<file path="src/rtl/hop_reset_sequencer_if.sv">
// Handshake and chain-side signals between the hop reset sequencer and its user.
// The master modport is the bench/wrapper side; the slave modport is the sequencer.
interface hop_reset_sequencer_if #(
    parameter int NUM_STAGES = 3
) ();
    logic                  go;
    logic                  chain_out;
    logic [NUM_STAGES-1:0] stage_rst;
    logic                  start;
    logic                  busy;
    logic                  done;
    logic                  pass;
    logic [7:0]            latency;

    modport master (
        output go,
        output chain_out,
        input  stage_rst,
        input  start,
        input  busy,
        input  done,
        input  pass,
        input  latency
    );

    modport slave (
        input  go,
        input  chain_out,
        output stage_rst,
        output start,
        output busy,
        output done,
        output pass,
        output latency
    );
endinterface

</file>
<file path="src/rtl/hop_reset_sequencer.sv">
// Reset sequencer and latency meter for a hop flip-flop chain under test.
// Optional build macro HOP_SEQ_REVERSE_EN releases stage resets from the highest index down.
module hop_reset_sequencer #(
    parameter int NUM_STAGES = 3,
    parameter int GAP_CYCLES = 4,
    parameter int EXP_LAT    = 4,
    parameter int TIMEOUT    = 16
) (
    input logic             clock0,
    input logic             rst1,
    hop_reset_sequencer_if.slave bus
);
    localparam int CNT_MAX = (GAP_CYCLES > TIMEOUT) ? GAP_CYCLES : TIMEOUT;
    localparam int CNT_W   = $clog2(CNT_MAX + 1);
    localparam int PH_W    = (NUM_STAGES > 1) ? $clog2(NUM_STAGES) : 1;

    localparam logic [CNT_W-1:0]      GAP_LAST = CNT_W'(GAP_CYCLES - 1);
    localparam logic [CNT_W-1:0]      TO_C     = CNT_W'(TIMEOUT);
    localparam logic [CNT_W-1:0]      EXP_C    = CNT_W'(EXP_LAT);
    localparam logic [PH_W-1:0]       PH_LAST  = PH_W'(NUM_STAGES - 1);
    localparam logic [NUM_STAGES-1:0] ALL_RST  = {NUM_STAGES{1'b1}};

    typedef enum logic [2:0] {
        ST_IDLE    = 3'd0,
        ST_HOLD    = 3'd1,
        ST_RELEASE = 3'd2,
        ST_LAUNCH  = 3'd3,
        ST_WAIT    = 3'd4,
        ST_DONE    = 3'd5
    } state_t;

    state_t                state_r, state_s;
    logic [CNT_W-1:0]      cnt_r, cnt_s;
    logic [PH_W-1:0]       ph_r, ph_s;
    logic                  early_r, early_s;
    logic [NUM_STAGES-1:0] stage_rst_r, stage_rst_s;
    logic                  start_r, start_s;
    logic                  busy_r, busy_s;
    logic                  done_r, done_s;
    logic                  pass_r, pass_s;
    logic [7:0]            latency_r, latency_s;

    // Release phase ph maps to a stage index; the reverse build walks from the top down.
    function automatic logic [NUM_STAGES-1:0] clear_stage(
        input logic [NUM_STAGES-1:0] vec,
        input logic [PH_W-1:0]       ph
    );
        logic [PH_W-1:0]       idx;
        logic [NUM_STAGES-1:0] res;
`ifdef HOP_SEQ_REVERSE_EN
        idx = PH_LAST - ph;
`else
        idx = ph;
`endif
        for (int i = 0; i < NUM_STAGES; i++) begin
            res[i] = (PH_W'(i) == idx) ? 1'b0 : vec[i];
        end
        return res;
    endfunction

    // Next-state and next-output logic; outputs are registered from these values.
    always_comb begin
        state_s     = state_r;
        cnt_s       = cnt_r;
        ph_s        = ph_r;
        early_s     = early_r;
        stage_rst_s = stage_rst_r;
        pass_s      = pass_r;
        latency_s   = latency_r;
        start_s     = 1'b0;
        busy_s      = 1'b0;
        done_s      = 1'b0;
        case (state_r)
            ST_IDLE: begin
                if (bus.go) begin
                    state_s     = ST_HOLD;
                    cnt_s       = '0;
                    stage_rst_s = ALL_RST;
                    busy_s      = 1'b1;
                end else begin
                    state_s = ST_IDLE;
                end
            end
            ST_HOLD: begin
                busy_s      = 1'b1;
                stage_rst_s = ALL_RST;
                if (cnt_r == GAP_LAST) begin
                    state_s     = ST_RELEASE;
                    cnt_s       = '0;
                    ph_s        = '0;
                    stage_rst_s = clear_stage(ALL_RST, PH_W'(0));
                end else begin
                    cnt_s = cnt_r + CNT_W'(1);
                end
            end
            ST_RELEASE: begin
                busy_s = 1'b1;
                if (cnt_r == GAP_LAST) begin
                    cnt_s = '0;
                    if (ph_r == PH_LAST) begin
                        state_s = ST_LAUNCH;
                        start_s = 1'b1;
                    end else begin
                        ph_s        = ph_r + PH_W'(1);
                        stage_rst_s = clear_stage(stage_rst_r, ph_r + PH_W'(1));
                    end
                end else begin
                    cnt_s = cnt_r + CNT_W'(1);
                end
            end
            ST_LAUNCH: begin
                // cnt_r is 0 here; chain_out already high at launch marks the run as early.
                busy_s  = 1'b1;
                early_s = bus.chain_out;
                cnt_s   = CNT_W'(1);
                state_s = ST_WAIT;
            end
            ST_WAIT: begin
                if (bus.chain_out) begin
                    latency_s = 8'(cnt_r);
                    pass_s    = (cnt_r == EXP_C) && !early_r;
                    done_s    = 1'b1;
                    state_s   = ST_DONE;
                end else if (cnt_r == TO_C) begin
                    latency_s = 8'(TO_C);
                    pass_s    = 1'b0;
                    done_s    = 1'b1;
                    state_s   = ST_DONE;
                end else begin
                    busy_s = 1'b1;
                    cnt_s  = cnt_r + CNT_W'(1);
                end
            end
            ST_DONE: begin
                state_s = ST_IDLE;
                cnt_s   = '0;
            end
            default: begin
                state_s     = ST_IDLE;
                cnt_s       = '0;
                ph_s        = '0;
                stage_rst_s = ALL_RST;
            end
        endcase
    end

    // State, counters and registered outputs with synchronous reset.
    always_ff @(posedge clock0) begin
        if (rst1) begin
            state_r     <= ST_IDLE;
            cnt_r       <= '0;
            ph_r        <= '0;
            early_r     <= 1'b0;
            stage_rst_r <= ALL_RST;
            start_r     <= 1'b0;
            busy_r      <= 1'b0;
            done_r      <= 1'b0;
            pass_r      <= 1'b0;
            latency_r   <= 8'd0;
        end else begin
            state_r     <= state_s;
            cnt_r       <= cnt_s;
            ph_r        <= ph_s;
            early_r     <= early_s;
            stage_rst_r <= stage_rst_s;
            start_r     <= start_s;
            busy_r      <= busy_s;
            done_r      <= done_s;
            pass_r      <= pass_s;
            latency_r   <= latency_s;
        end
    end

    assign bus.stage_rst = stage_rst_r;
    assign bus.start     = start_r;
    assign bus.busy      = busy_r;
    assign bus.done      = done_r;
    assign bus.pass      = pass_r;
    assign bus.latency   = latency_r;
endmodule

</file>
<file path="src/flat_wrapper.sv">
// flat-port wrapper written by rule: the top's interface ports become plain ports
module hop_reset_sequencer_flat 
#(
    parameter int NUM_STAGES = 3,
    parameter int GAP_CYCLES = 4,
    parameter int EXP_LAT    = 4,
    parameter int TIMEOUT    = 16
)
  (clock0, rst1, bus_go, bus_chain_out, bus_stage_rst, bus_start, bus_busy, bus_done, bus_pass, bus_latency);
  hop_reset_sequencer_if #(.NUM_STAGES(NUM_STAGES)) bus_i ();
  input logic clock0;
  input logic rst1;
  input wire logic [$bits(bus_i.go)-1:0] bus_go;
  input wire logic [$bits(bus_i.chain_out)-1:0] bus_chain_out;
  output wire logic [$bits(bus_i.stage_rst)-1:0] bus_stage_rst;
  output wire logic [$bits(bus_i.start)-1:0] bus_start;
  output wire logic [$bits(bus_i.busy)-1:0] bus_busy;
  output wire logic [$bits(bus_i.done)-1:0] bus_done;
  output wire logic [$bits(bus_i.pass)-1:0] bus_pass;
  output wire logic [$bits(bus_i.latency)-1:0] bus_latency;
  assign bus_i.go = bus_go;
  assign bus_i.chain_out = bus_chain_out;
  assign bus_stage_rst = bus_i.stage_rst;
  assign bus_start = bus_i.start;
  assign bus_busy = bus_i.busy;
  assign bus_done = bus_i.done;
  assign bus_pass = bus_i.pass;
  assign bus_latency = bus_i.latency;
  hop_reset_sequencer #(.NUM_STAGES(NUM_STAGES), .GAP_CYCLES(GAP_CYCLES), .EXP_LAT(EXP_LAT), .TIMEOUT(TIMEOUT)) u_core (.clock0(clock0), .rst1(rst1), .bus(bus_i));
endmodule
</file>
<file path="config.mk">
export PLATFORM = sky130hd
export DESIGN_NAME = hop_reset_sequencer_flat
export DESIGN_NICKNAME = d
export VERILOG_FILES = /design/src/rtl/hop_reset_sequencer_if.sv /design/src/rtl/hop_reset_sequencer.sv /design/src/flat_wrapper.sv
export SDC_FILE = /design/constraint.sdc
export NUM_CORES = 1
export LEC_CHECK = 0
export BUFFER_PORTS_ARGS = -buffer_cell sky130_fd_sc_hd__buf_4
export CAP_MARGIN = 20
export CORE_MARGIN = 2
export CORE_UTILIZATION = 49
export CTS_CLUSTER_DIAMETER = 60
export DETAILED_ROUTE_END_ITERATION = 10
export GPL_TIMING_DRIVEN = 0
export HOLD_SLACK_MARGIN = 0.06
export PLACE_DENSITY = 0.78
export SYNTH_ARGS = -nofsm -noshare
export SYNTH_HDL_FRONTEND = slang
export SYNTH_SLANG_ARGS = --single-unit
</file>
<file path="constraint.sdc">
create_clock -name clock0 -period 2.2 [get_ports clock0]
set_clock_uncertainty 0.15 [all_clocks]
set_input_delay 0.33 -clock clock0 [delete_from_list [all_inputs] [get_ports clock0]]
set_output_delay 0.33 -clock clock0 [all_outputs]
set_load 0.05 [all_outputs]
</file>
* Word level (Yosys, flattened, before mapping)
Index checks and enable logic that the tools add are counted.
** Word-level totals
- Flip-flop bits (word level) :: 26
** Operators by class
- Add/sub/neg operators :: 2
- Muxes and demuxes :: 35
- Equal/unequal tests :: 22
- Reductions and logical operators :: 18
- Bitwise gates (word level) :: 5
** Operators by type and width (count)
- 3-bit two-way mux :: 8
- 5-bit two-way mux :: 4
- 5-bit one-hot mux with 4 select lines :: 1
- 8-bit two-way mux :: 2
- 3-bit one-hot mux with 5 select lines :: 1
- 5-bit AND reduction :: 3
- 1-bit two-way mux :: 13
- 2-bit by 1-bit != test with 1-bit output, second input constant :: 6
- 3-bit one-hot mux with 4 select lines :: 1
- 3-bit OR reduction :: 3
- 2-bit != test, second input constant :: 4
- 4-bit AND reduction :: 2
- 3-bit by 2-bit equality test with 1-bit output, second input constant :: 2
- 3-bit equality test, second input constant :: 2
- 2-bit two-way mux :: 3
- 2-bit one-hot mux with 3 select lines :: 1
- 5-bit by 1-bit adder with 5-bit output, second input constant :: 1
- 5-bit by 2-bit equality test with 1-bit output, second input constant :: 1
- 5-bit by 3-bit equality test with 1-bit output, second input constant :: 1
- 5-bit equality test, second input constant :: 1
- 1-bit NOT :: 5
- 2-bit OR reduction :: 2
- 4-bit OR reduction :: 1
- 3-bit by 1-bit equality test with 1-bit output, second input constant :: 1
- other kinds (13) :: 13

* Logic depth before layout (Yosys ltp)
Gate-level depths: netlist of run 1.
- Word-level depth :: 6
- Mapped depth :: 8
- Gate-level depth less buffers :: 7

* Least setup slack after synthesis of run 1
Ideal clock, no wire load.
- Kind :: reg-to-reg
- From :: register u_core.cnt_r[0]
- To :: register u_core.cnt_r[4]
- Data arrival time :: 1.846 ns
- Setup slack :: 0.119 ns
- Buffers on the path :: 0
- Setup time :: 0.086 ns
- Data required time :: 1.964 ns
- Stages on the path, launching flop included :: 8
- Path through :: dfxtp_1 -> inv_1 -> ha_1 -> and4bb_2 -> o311ai_0 -> nand4_1 -> xnor2_1 -> a211oi_1
** Between the ends
- Longest elaborated chain between the ends :: 4
** RTL lines
- start: declaration :: RTL line hop_reset_sequencer.sv:33 : logic [CNT_W-1:0] cnt_r, cnt_s;
- start signal: assignment :: RTL line hop_reset_sequencer.sv:162 : cnt_r <= cnt_s;
- 5-bit by 1-bit adder with 5-bit output :: RTL line hop_reset_sequencer.sv:93, hop_reset_sequencer.sv:108, hop_reset_sequencer.sv:131
- 5-bit two-way mux :: RTL line hop_reset_sequencer.sv:124 : end else if (cnt_r == TO_C) begin
- 5-bit two-way mux :: RTL line hop_reset_sequencer.sv:119 : if (bus.chain_out) begin
- 5-bit one-hot mux with 4 select lines :: RTL line hop_reset_sequencer.sv:73 : case (state_r)
Several ways; a longest one is shown, not always the timed one. The select of a mux whose other input is x is not followed.
A chain may end at the register's enable or synchronous reset.

* Final worst setup path of run 1
- From :: register u_core.cnt_r[0]
- To :: register u_core.stage_rst_r[0] (netlist: u_core.bus.stage_rst[0])
** Between the ends
- Longest elaborated chain between the ends :: 3
** RTL lines
- 5-bit by 2-bit equality test with 1-bit output * :: RTL line hop_reset_sequencer.sv:87, hop_reset_sequencer.sv:98
- 1-bit two-way mux / 2-bit by 1-bit != test with 1-bit output (equally long branches)
- 3-bit one-hot mux with 4 select lines / 5-bit AND reduction (equally long branches)
- end signal: assignment :: RTL line hop_reset_sequencer.sv:165 : stage_rst_r <= stage_rst_s;
- end: declaration :: RTL line hop_reset_sequencer.sv:36 : logic [NUM_STAGES-1:0] stage_rst_r, stage_rst_s;
Mark *: on every way between the ends. The rest lies on a longest branch, timed or not.

==> run_results.csv, run 1 <==
group,metric,value,unit
yosys,synthDistinctLibCells,41,
power,leakagePower,0.544,nW
placement,portBuffers,15,
detailed_routing,drt-pass1-iter-count,4,
detailed_routing,dr_total_vias,1089,
floorplan,die_w,53.6,µm
timing,slew_violations,0,
global_route,gr-usage-all-layers,20.9,%
clocking,path_clk_slew,0.13,ns
clocking,clkLatencyLatePin,0.30,ns
global_route,grt_first_pass_wirelength,4430,µm
cells_and_area,layout_cell_share_with_drive_strength_beyond_1,21.0,%
power,power.density,518,mW/mm²
floorplan,floorplan.die_area,0.00288,mm²
setup_path,required,2.26,ns
clocking,clockRootBuffer,"clkbuf_4",
clocking,clock-sinks,23,
setup_path,cp_data_arrival_time,2.18,ns
floorplan,core_area,0.00228,mm²
clocking,cts-buffers-inserted,3,
floorplan,rows,17,
floorplan,dieHeight,53.6,µm
detailed_routing,avgRoutedWirePerCell,13.3,µm
timing,setup-violations-final,0,
cells_and_area,register_area,468,µm²
timing,post-route-min-period,2.12,ns
yosys,post_synth_edffs,0,
flow_run,drv_cap,0,
timing,fmax,472,MHz
detailed_routing,drtIter0Drc,65,
yosys,syn-mean-instance-area,8.62,µm²
floorplan,floorplan.initialDensity,53.1,%
cells_and_area,antenna_cells_inserted,0,
yosys,count_of_synthesis_stage_warnings_from_yosys,0,
worst_hold_path,min_path_type,"in2reg",
detailed_routing,ant_nets,0,
cells_and_area,utilization,62.1,%
power,ir_drop,0.350,mV
cells_and_area,layout.cells.non_filler,190,
clocking,clock_tree.htree_level_count,1,
placement,place_inst,185,
yosys,synth_seq_area_share,38.1,%
global_route,grt_pass1_vias,958,
clocking,cts.hold.buffers_added,0,
yosys,synth_ff_type,"dfxtp_1",
cells_and_area,multiInputGateArea,659,µm²
yosys,syn_area,0.00121,mm²
floorplan,floorplan.io_pins,19,
yosys,synthArstFlopShare,0,%
timing,worst_slew_margin_rel,33.6,%
setup_path,worstSetupEndpointType,"flip-flop",
timing,final_hold_viol_count,0,
timing,tightestPinTransition,0.982,ns
setup_path,critical_path.startpoint_type,"flip-flop",
global_route,antenna_found_initial,0,
setup_path,critical_path_class,"reg2reg",
global_route,grt_max_degree,13,
global_route,grt.overflow.total,0,
cells_and_area,filler_cell_count,198,
placement,gp_routability_congestion,0.844,
yosys,synth_cells,140,
cells_and_area,nets,173,
detailed_routing,viasPerCell,5.73,
clocking,tritoncts,"yes",
clocking,clock_path_buffers,2,
yosys,number_of_flip_flops_and_latches_in_the_synthesized_netlist,23,
detailed_routing,totalWireLength,2530,µm
cells_and_area,area.growth.synth_to_final,17.1,%
placement,detailedPlacementHpwl,1850,µm
outcome,result_of_the_run,"completed",
setup_path,maximum_fanout_along_the_worst_path,6,
detailed_routing,post-route-drc-count,0,
timing,final_min_period_over_clock_period,96.4,%
layout by cell type (no fill, tap or decap), types with 2 or more instances in the layout:
cell	n
a211oi_1	2
a21o_1	2
a21oi_1	6
a221oi_1	2
a22oi_1	4
a31oi_1	2
a32o_1	2
buf_4	19
clkbuf_1	5
clkbuf_4	3
conb_1	3
dfxtp_1	21
dfxtp_4	2
ha_1	5
inv_1	9
mux2i_1	2
nand2_1	10
nand2b_1	4
nand3_1	6
nor2_1	15
nor3_1	3
nor4b_1	2
o21ai_0	8
o31ai_1	3
or2_2	2
xnor2_1	2
per-layer routing:
metal  share of wire, %  up-vias  track usage [%]
li1                   -      535                -
met2                 48       42             32.5
met3                7.5        0             4.44
met5                  0        -                0
met1                 44      512             29.3
met4                  0        0             5.56
metrics by stage:
step | hold slack, ns | cell area, µm² | total power, mW | setup slack [ns] | TNS, ns
floorplan | 0.315 | 1210 | 0.516 | 0.119 | 0
global placement | 0.286 | 1360 | 0.540 | -0.187 | -0.374
detailed placement | 0.293 | 1360 | 0.542 | -0.182 | -0.483
CTS | 0.138 | 1390 | 0.732 | 0.0168 | 0
global route | 0.156 | 1410 | 0.765 | -0.000422 | -0.000422
finish | 0.149 | 1410 | 0.733 | 0.0799 | 0
critical path, stage by stage, from the launching register on:
cell and delay [ns]:
dfxtp_4 0.40, ha_2 0.20, or4b_4 0.52, o311ai_4 0.31, a21boi_1 0.11, a311o_1 0.33
state kept, by name, summed over array words and instances, names as in the netlist:
register	count
u_core.bus.latency	5
u_core.cnt_r	5
u_core.bus.stage_rst	3
u_core.state_r	3
u_core.ph_r	2
u_core.bus.busy	1
u_core.bus.done	1
u_core.bus.pass	1
u_core.bus.start	1
u_core.early_r	1
path summary, 6_finish.rpt:
kind / from / to / slack (ns) / cells after the start
worst max-delay path: u_core.cnt_r[0] / u_core.bus.stage_rst[0] / 0.08 / 5
worst min-delay path: rst1 / u_core.cnt_r[4] / 0.15 / 4
worst min register to register: u_core.bus.stage_rst[2] / u_core.bus.stage_rst[2] / 0.32 / 1
worst max register to register: u_core.cnt_r[0] / u_core.bus.stage_rst[0] / 0.08 / 5
power by group:
part           internal (mW)  total [mW]  switching (mW)
clock network         0.0706       0.196           0.125
logic                 0.0382       0.107          0.0689
registers              0.423       0.430         0.00704
total                  0.532       0.733           0.201
final cells by class:
type                    instances  share of cell area [%]
plain buffers                  11                    5.04
clock buffers                   4                    1.86
inverters                       9                    2.39
multi-input cells              99                    46.6
flip-flops and latches         23                    33.1
well taps                      28                    2.48
repair buffers                 16                    8.50
repair_timing:
action / CTS / global route
endpoints found under the setup margin: 5 / 5
buffers inserted: 0 / 1
pin swaps: 0 / 1
gates resized for setup: 3 / 4
endpoints found under the hold margin: 0 / 0
cells in the mapped netlist (2+ instances only):
cell / number / share of area [%]
a211oi_1: 2 / 1.2
a21o_1: 2 / 1.2
a21oi_1: 6 / 2.5
a221oi_1: 2 / 1.5
a22oi_1: 4 / 2.5
a31oi_1: 2 / 1.0
a32o_1: 2 / 1.7
buf_4: 3 / 1.9
clkbuf_1: 4 / 1.2
dfxtp_1: 23 / 38
ha_1: 6 / 6.2
inv_1: 9 / 2.8
mux2i_1: 2 / 1.7
nand2_1: 10 / 3.1
nand2b_1: 4 / 2.1
nand3_1: 6 / 2.5
nor2_1: 15 / 4.7
nor3_1: 3 / 1.2
nor4b_1: 2 / 1.5
o21ai_0: 8 / 3.3
o31ai_1: 3 / 1.9
or2_2: 2 / 1.0
xnor2_1: 2 / 1.5
cells by family after synthesis:
family                   count (synthesis)  synth area share [%]
AO/OA/AOI/OAI                           36                  21.9
other                                    1                 0.311
AND/OR/NAND/NOR                         50                  21.7
adder cells (fa/ha/maj)                  6                  6.22
flip-flops                              23                  38.1
XOR/XNOR                                 2                  1.45
buffers and inverters                   20                  8.70
multiplexers                             2                  1.66
No activity file was read; power rests on OpenSTA's default activity.
==> run 2, diff against run 1 <==
--- a/config.mk
+++ b/config.mk
@@ -5,15 +5,15 @@
 export SDC_FILE = /design/constraint.sdc
 export NUM_CORES = 1
 export LEC_CHECK = 0
-export BUFFER_PORTS_ARGS = -buffer_cell sky130_fd_sc_hd__buf_4
+export BUFFER_PORTS_ARGS = -buffer_cell sky130_fd_sc_hd__buf_2
 export CAP_MARGIN = 20
 export CORE_MARGIN = 2
-export CORE_UTILIZATION = 49
+export CORE_UTILIZATION = 59
 export CTS_CLUSTER_DIAMETER = 60
 export DETAILED_ROUTE_END_ITERATION = 10
 export GPL_TIMING_DRIVEN = 0
 export HOLD_SLACK_MARGIN = 0.06
-export PLACE_DENSITY = 0.78
+export PLACE_DENSITY = 0.88
 export SYNTH_ARGS = -nofsm -noshare
 export SYNTH_HDL_FRONTEND = slang
 export SYNTH_SLANG_ARGS = --single-unit
==> constraint.sdc (replaced) <==
create_clock -name clock0 -period 2.7 [get_ports clock0]
set_clock_uncertainty 0.15 [all_clocks]
set_input_delay 0.405 -clock clock0 [delete_from_list [all_inputs] [get_ports clock0]]
set_output_delay 0.405 -clock clock0 [all_outputs]
set_load 0.05 [all_outputs]
==> run_results.csv, run 2 (synthesis gave the netlist of run 1 again) <==
group,metric,value,unit
outcome,result_of_the_run,"completed",
floorplan,rows,16,
global_route,gr-usage-all-layers,21.1,%
clocking,post_cts.repair.setup_buffers,0,
cells_and_area,filler_cell_count,167,
clocking,clock_tree.htree_level_count,1,
global_route,grt.overflow.total,0,
detailed_routing,avgRoutedWirePerCell,12.8,µm
power,leakagePower,0.532,nW
power,power.density,432,mW/mm²
detailed_routing,route.layer.met1.wl,1200,µm
timing,fin_setup_tns,0,ns
placement,place_inst,184,
detailed_routing,drtIter0Drc,39,
clocking,clock-sinks,23,
setup_path,timing.rr.end,"u_core.cnt_r[4]",
detailed_routing,detailroute.wirelength.met2,1090,µm
clocking,cts.hold.buffers_added,0,
detailed_routing,totalWireLength,2410,µm
cells_and_area,area.growth.synth_to_final,11.8,%
setup_path,worstSetupEndpointType,"flip-flop",
clocking,clock_path_buffers,2,
floorplan,dieHeight,49.2,µm
timing,final_hold_viol_count,0,
timing,final_min_period_over_clock_period,90.3,%
global_route,grt_max_degree,13,
timing,tightestPinTransition,0.928,ns
timing,slew_violations,0,
global_route,grt_first_pass_wirelength,4150,µm
clocking,path_clk_slew,0.12,ns
setup_path,critical_path.startpoint_type,"flip-flop",
cells_and_area,nets,172,
timing,setup_repair_after_global_routing_missed_its_margin,"no",
timing,fmax,410,MHz
floorplan,floorplan.initialDensity,62.2,%
timing,finalHoldWorstSlack,0.248,ns
detailed_routing,dr_total_vias,1063,
detailed_routing,viasPerCell,5.65,
timing,layout_setup_ws,0.263,ns
floorplan,core_area,0.00194,mm²
placement,detailedPlacementHpwl,1860,µm
clocking,clockRootBuffer,"clkbuf_4",
timing,setup-violations-final,0,
placement,detailedPlace.worstSlack,0.319,ns
worst_hold_path,min_path_type,"in2reg",
placement,gp_routability_congestion,0.839,
worst_hold_path,number_of_cells_traversed_by_the_worst_hold_path,3,
placement,portBuffers,15,
detailed_routing,post-route-drc-count,0,
clocking,cts-buffers-inserted,3,
cells_and_area,design_area,0.00135,mm²
clocking,tritoncts,"yes",
clocking,clkLatencyLatePin,0.30,ns
detailed_routing,drt-pass1-iter-count,4,
cells_and_area,layout.cells.most_common_list,"23 x dfxtp_1, 15 x nor2_1, 15 x buf_2",
power,ir_drop,0.384,mV
clocking,cts-resized-gates,0,
global_route,grt_pass1_vias,976,
setup_path,critical_path.reg2reg.startpoint,"u_core.cnt_r[0]",
worst_hold_path,min-delay-start,"bus_chain_out",
setup_path,critical_path_class,"reg2reg",
cells_and_area,utilization,69.5,%
timing,post-route-min-period,2.44,ns
placement,dpl_cell_area,0.00132,mm²
global_route,antenna_found_initial,0,
detailed_routing,ant_nets,0,
setup_path,maximum_fanout_along_the_worst_path,6,
setup_path,ff2ff_setup_slack,0.26,ns
detailed_routing,wl_met3,92,µm
worst_hold_path,worstHoldEndpoint,"u_core.early_r",
cells_and_area,layout_cell_share_with_drive_strength_beyond_1,18.0,%
power,total_power,0.583,mW
timing,worst_slew_margin_rel,37.3,%
detailed_routing,highest-signal-layer,"met4",
setup_path,required,2.78,ns
flow_run,drv_cap,0,
cells_and_area,leading_cell_type_in_the_layout_fill_and_taps_excluded,"dfxtp_1",
cells_and_area,layout.cells.non_filler,188,
cells_and_area,antenna_cells_inserted,0,
setup_path,worstRegToRegCells,7,
floorplan,floorplan.die_area,0.00242,mm²
floorplan,die_w,49.2,µm
setup_path,cp_data_arrival_time,2.52,ns
floorplan,floorplan.io_pins,19,
## run 2: how the worst max path moves through the flow
stage | startpoint | to | cells past startpoint
final | u_core.cnt_r[0] | u_core.cnt_r[4] | 7
after detailed placement | u_core.cnt_r[0] | u_core.cnt_r[4] | 7
after global routing | u_core.cnt_r[0] | u_core.cnt_r[4] | 7
after floorplan | u_core.cnt_r[0] | u_core.cnt_r[4] | 7
after global placement | u_core.cnt_r[0] | u_core.cnt_r[4] | 7
after CTS | u_core.cnt_r[0] | u_core.cnt_r[4] | 7
## run 2: layout make-up
type	count	area, µm²	share of cell area (%)
Multi-Input combinational cell	99	649	48.1
Sequential cell	23	460	34.1
Timing Repair Buffer	15	75.1	5.56
Buffer	11	71.3	5.28
Inverter	9	33.8	2.50
Tap cell	27	33.8	2.50
Clock buffer	4	26.3	1.95
## run 2: critical path: stages (launching register included)
cell	delay (ns)
dfxtp_1	0.48
inv_1	0.12
ha_1	0.22
and4bb_2	0.23
o311ai_0	0.64
nand4_1	0.22
xnor2_1	0.16
a211oi_1	0.15
## run 2: per-layer routing
layer / vias up / track usage (%)
met5: - / 0
met4: 0 / 7.14
met3: 6 / 2.45
met2: 28 / 34.2
met1: 494 / 29.0
li1: 535 / -
## run 2: power breakdown
group / total, mW / switching, mW / internal, mW / leakage, nW
Clock: 0.152 / 0.0946 / 0.0576 / 0.0150
Combinational: 0.0798 / 0.0543 / 0.0255 / 0.331
Sequential: 0.351 / 0.00511 / 0.346 / 0.187
==> run 3, diff against run 2 <==
--- a/config.mk
+++ b/config.mk
@@ -7,13 +7,12 @@
 export LEC_CHECK = 0
 export BUFFER_PORTS_ARGS = -buffer_cell sky130_fd_sc_hd__buf_2
 export CAP_MARGIN = 20
-export CORE_MARGIN = 2
-export CORE_UTILIZATION = 59
+export CORE_UTILIZATION = 55
 export CTS_CLUSTER_DIAMETER = 60
 export DETAILED_ROUTE_END_ITERATION = 10
 export GPL_TIMING_DRIVEN = 0
 export HOLD_SLACK_MARGIN = 0.06
-export PLACE_DENSITY = 0.88
+export PLACE_DENSITY = 0.83
 export SYNTH_ARGS = -nofsm -noshare
 export SYNTH_HDL_FRONTEND = slang
 export SYNTH_SLANG_ARGS = --single-unit
==> constraint.sdc (replaced) <==
create_clock -name clock0 -period 2.44 [get_ports clock0]
set_clock_uncertainty 0.15 [all_clocks]
set_input_delay 0.366 -clock clock0 [delete_from_list [all_inputs] [get_ports clock0]]
set_output_delay 0.366 -clock clock0 [all_outputs]
set_load 0.05 [all_outputs]
==> run_results.csv, run 3 (synthesis gave the netlist of run 1 again) <==
group,metric,value,unit
outcome,result_of_the_run,"completed",
setup_path,timing.critical_path.slowest_stage_cell,"or4b_4",
global_route,globalRoute.busiestLayer,"met2",
timing,setup-violations-final,0,
clocking,clock-sinks,23,
clocking,cts.hold.buffers_added,0,
global_route,groute.layer.met2.usage,40.3,%
clocking,clockRootBuffer,"clkbuf_4",
global_route,gr-usage-all-layers,24.3,%
cells_and_area,nets,172,
cells_and_area,layout.cells.most_common_list,"22 x dfxtp_1, 15 x nor2_1, 15 x buf_2",
global_route,antenna_found_initial,0,
timing,finalHoldWorstSlack,0.212,ns
cells_and_area,layout_cell_share_with_drive_strength_beyond_1,19.9,%
floorplan,floorplan.die_area,0.00239,mm²
detailed_routing,post-route-drc-count,0,
timing,tightestPinTransition,1.00,ns
worst_hold_path,min_path_type,"in2reg",
floorplan,rows,16,
timing,fmax,454,MHz
setup_path,critical_path.startpoint_type,"flip-flop",
cells_and_area,antenna_cells_inserted,0,
timing,final_hold_viol_count,0,
clocking,clock_path_buffers,2,
global_route,grt_max_degree,14,
detailed_routing,viasPerCell,6.10,
cells_and_area,area.growth.synth_to_final,12.6,%
floorplan,floorplan.initialDensity,59.7,%
cells_and_area,register_area,462,µm²
power,ir_drop,0.335,mV
setup_path,cp_data_arrival_time,2.27,ns
placement,portBuffers,15,
clocking,clkLatencyLatePin,0.31,ns
clocking,tritoncts,"yes",
setup_path,critical_path_class,"reg2reg",
detailed_routing,ant_nets,0,
setup_path,required,2.50,ns
timing,slew_violations,0,
cells_and_area,multiInputGateArea,657,µm²
clocking,clock_tree.htree_level_count,1,
power,power.density,484,mW/mm²
detailed_routing,dr_total_vias,1146,
timing,worst_slew_margin_rel,32.3,%
detailed_routing,avgRoutedWirePerCell,14.2,µm
cells_and_area,layout.cells.non_filler,188,
setup_path,worst_path_largest_cell_delay,0.53,ns
placement,place_inst,184,
detailed_routing,totalWireLength,2680,µm
global_route,use_met3,4.36,%
setup_path,worstSetupEndpointType,"flip-flop",
timing,final_min_period_over_clock_period,90.3,%
placement,detailedPlacementHpwl,1980,µm
detailed_routing,drtIter0Drc,67,
floorplan,core_area,0.00202,mm²
placement,gp_routability_congestion,0.836,
setup_path,worstPathCellList,"ha_1 > or4b_4 > o311ai_4 > a21boi_1 > a311o_1",
clocking,cts-buffers-inserted,3,
detailed_routing,drt-pass1-iter-count,5,
global_route,grt.met1_usage,31.6,%
global_route,grt.overflow.total,0,
cells_and_area,filler_cell_count,182,
global_route,grt_pass1_vias,1068,
setup_path,timing.critical_path.buf_inv,0,
setup_path,critical_path.top_delay_family,"compound AO/OA/AOI/OAI gates",
clocking,path_clk_slew,0.13,ns
floorplan,die_w,48.9,µm
cells_and_area,utilization,67.3,%
flow_run,drv_cap,0,
floorplan,dieHeight,48.9,µm
power,leakagePower,0.537,nW
setup_path,maximum_fanout_along_the_worst_path,5,
timing,setup_repair_after_global_routing_missed_its_margin,"no",
global_route,grt_first_pass_wirelength,4560,µm
cells_and_area,leading_cell_type_in_the_layout_fill_and_taps_excluded,"dfxtp_1",
floorplan,floorplan.io_pins,19,
timing,post-route-min-period,2.20,ns
run 3: changes by cell type in the layout (fill, tap and decap cells not counted):
cell and delta:
clkbuf_1 -1, clkinv_2 +1, dfxtp_2 +1, dfxtp_1 -1, o311ai_2 +1, o311ai_0 -1
run 3: worst paths after layout:
| check | to | depth (start not counted) | slack (ns) | from |
|---|---|---|---|---|
| min | u_core.cnt_r[4] | 4 | 0.21 | rst1 |
| max | u_core.bus.stage_rst[0] | 5 | 0.24 | u_core.cnt_r[1] |
| max reg2reg | u_core.bus.stage_rst[0] | 5 | 0.24 | u_core.cnt_r[1] |
| min reg2reg | u_core.bus.stage_rst[1] | 1 | 0.31 | u_core.bus.stage_rst[1] |
run 3: area by class of cell:
cell class,count,area share [%]
multi-input cells,99,48.3
flip-flops and latches,23,33.9
repair buffers,15,5.52
plain buffers,11,5.24
inverters,9,2.48
well taps,27,2.48
clock buffers,3,1.66
clock inverters,1,0.368
run 3: report_power, final:
part / internal [mW] / leakage [nW] / switching [mW]
Clock: 0.0612 / 0.0177 / 0.116
Sequential: 0.383 / 0.187 / 0.00611
Combinational: 0.0290 / 0.332 / 0.0627
run 3: metal layers:
layer / part of all wire, % / wire, µm / vias up
met1: 42 / 1120 / 524
met2: 47 / 1270 / 72
met3: 8.6 / 231 / 10
met4: 2.1 / 55 / 0
met5: 0 / 0 / -
li1: - / - / 540
run 3: timing repair:
item                                    4_1_cts  5_1_grt
setup buffers                                 0        0
resized for setup                             1        2
endpoints found under the setup margin        1        2
pin swaps                                     0        0
run 3: tightest hold or removal path, delay by kind of cell:
family | cells | cell delay (ns)
buffers and inverters | 1 | 0.12
AO/OA/AOI/OAI | 2 | 0.10
AND/OR/NAND/NOR | 1 | 0.05
run 3: metrics by stage:
stage,power [mW],area [µm²],setup slack [ns],setup TNS (ns)
final,0.658,1360,0.236,0
after global routing,0.678,1360,0.0857,0
after CTS,0.659,1350,0.150,0
after detailed placement,0.486,1320,-0.0108,-0.0108
after global placement,0.482,1320,0.0719,0
after floorplan,0.465,1210,0.359,0
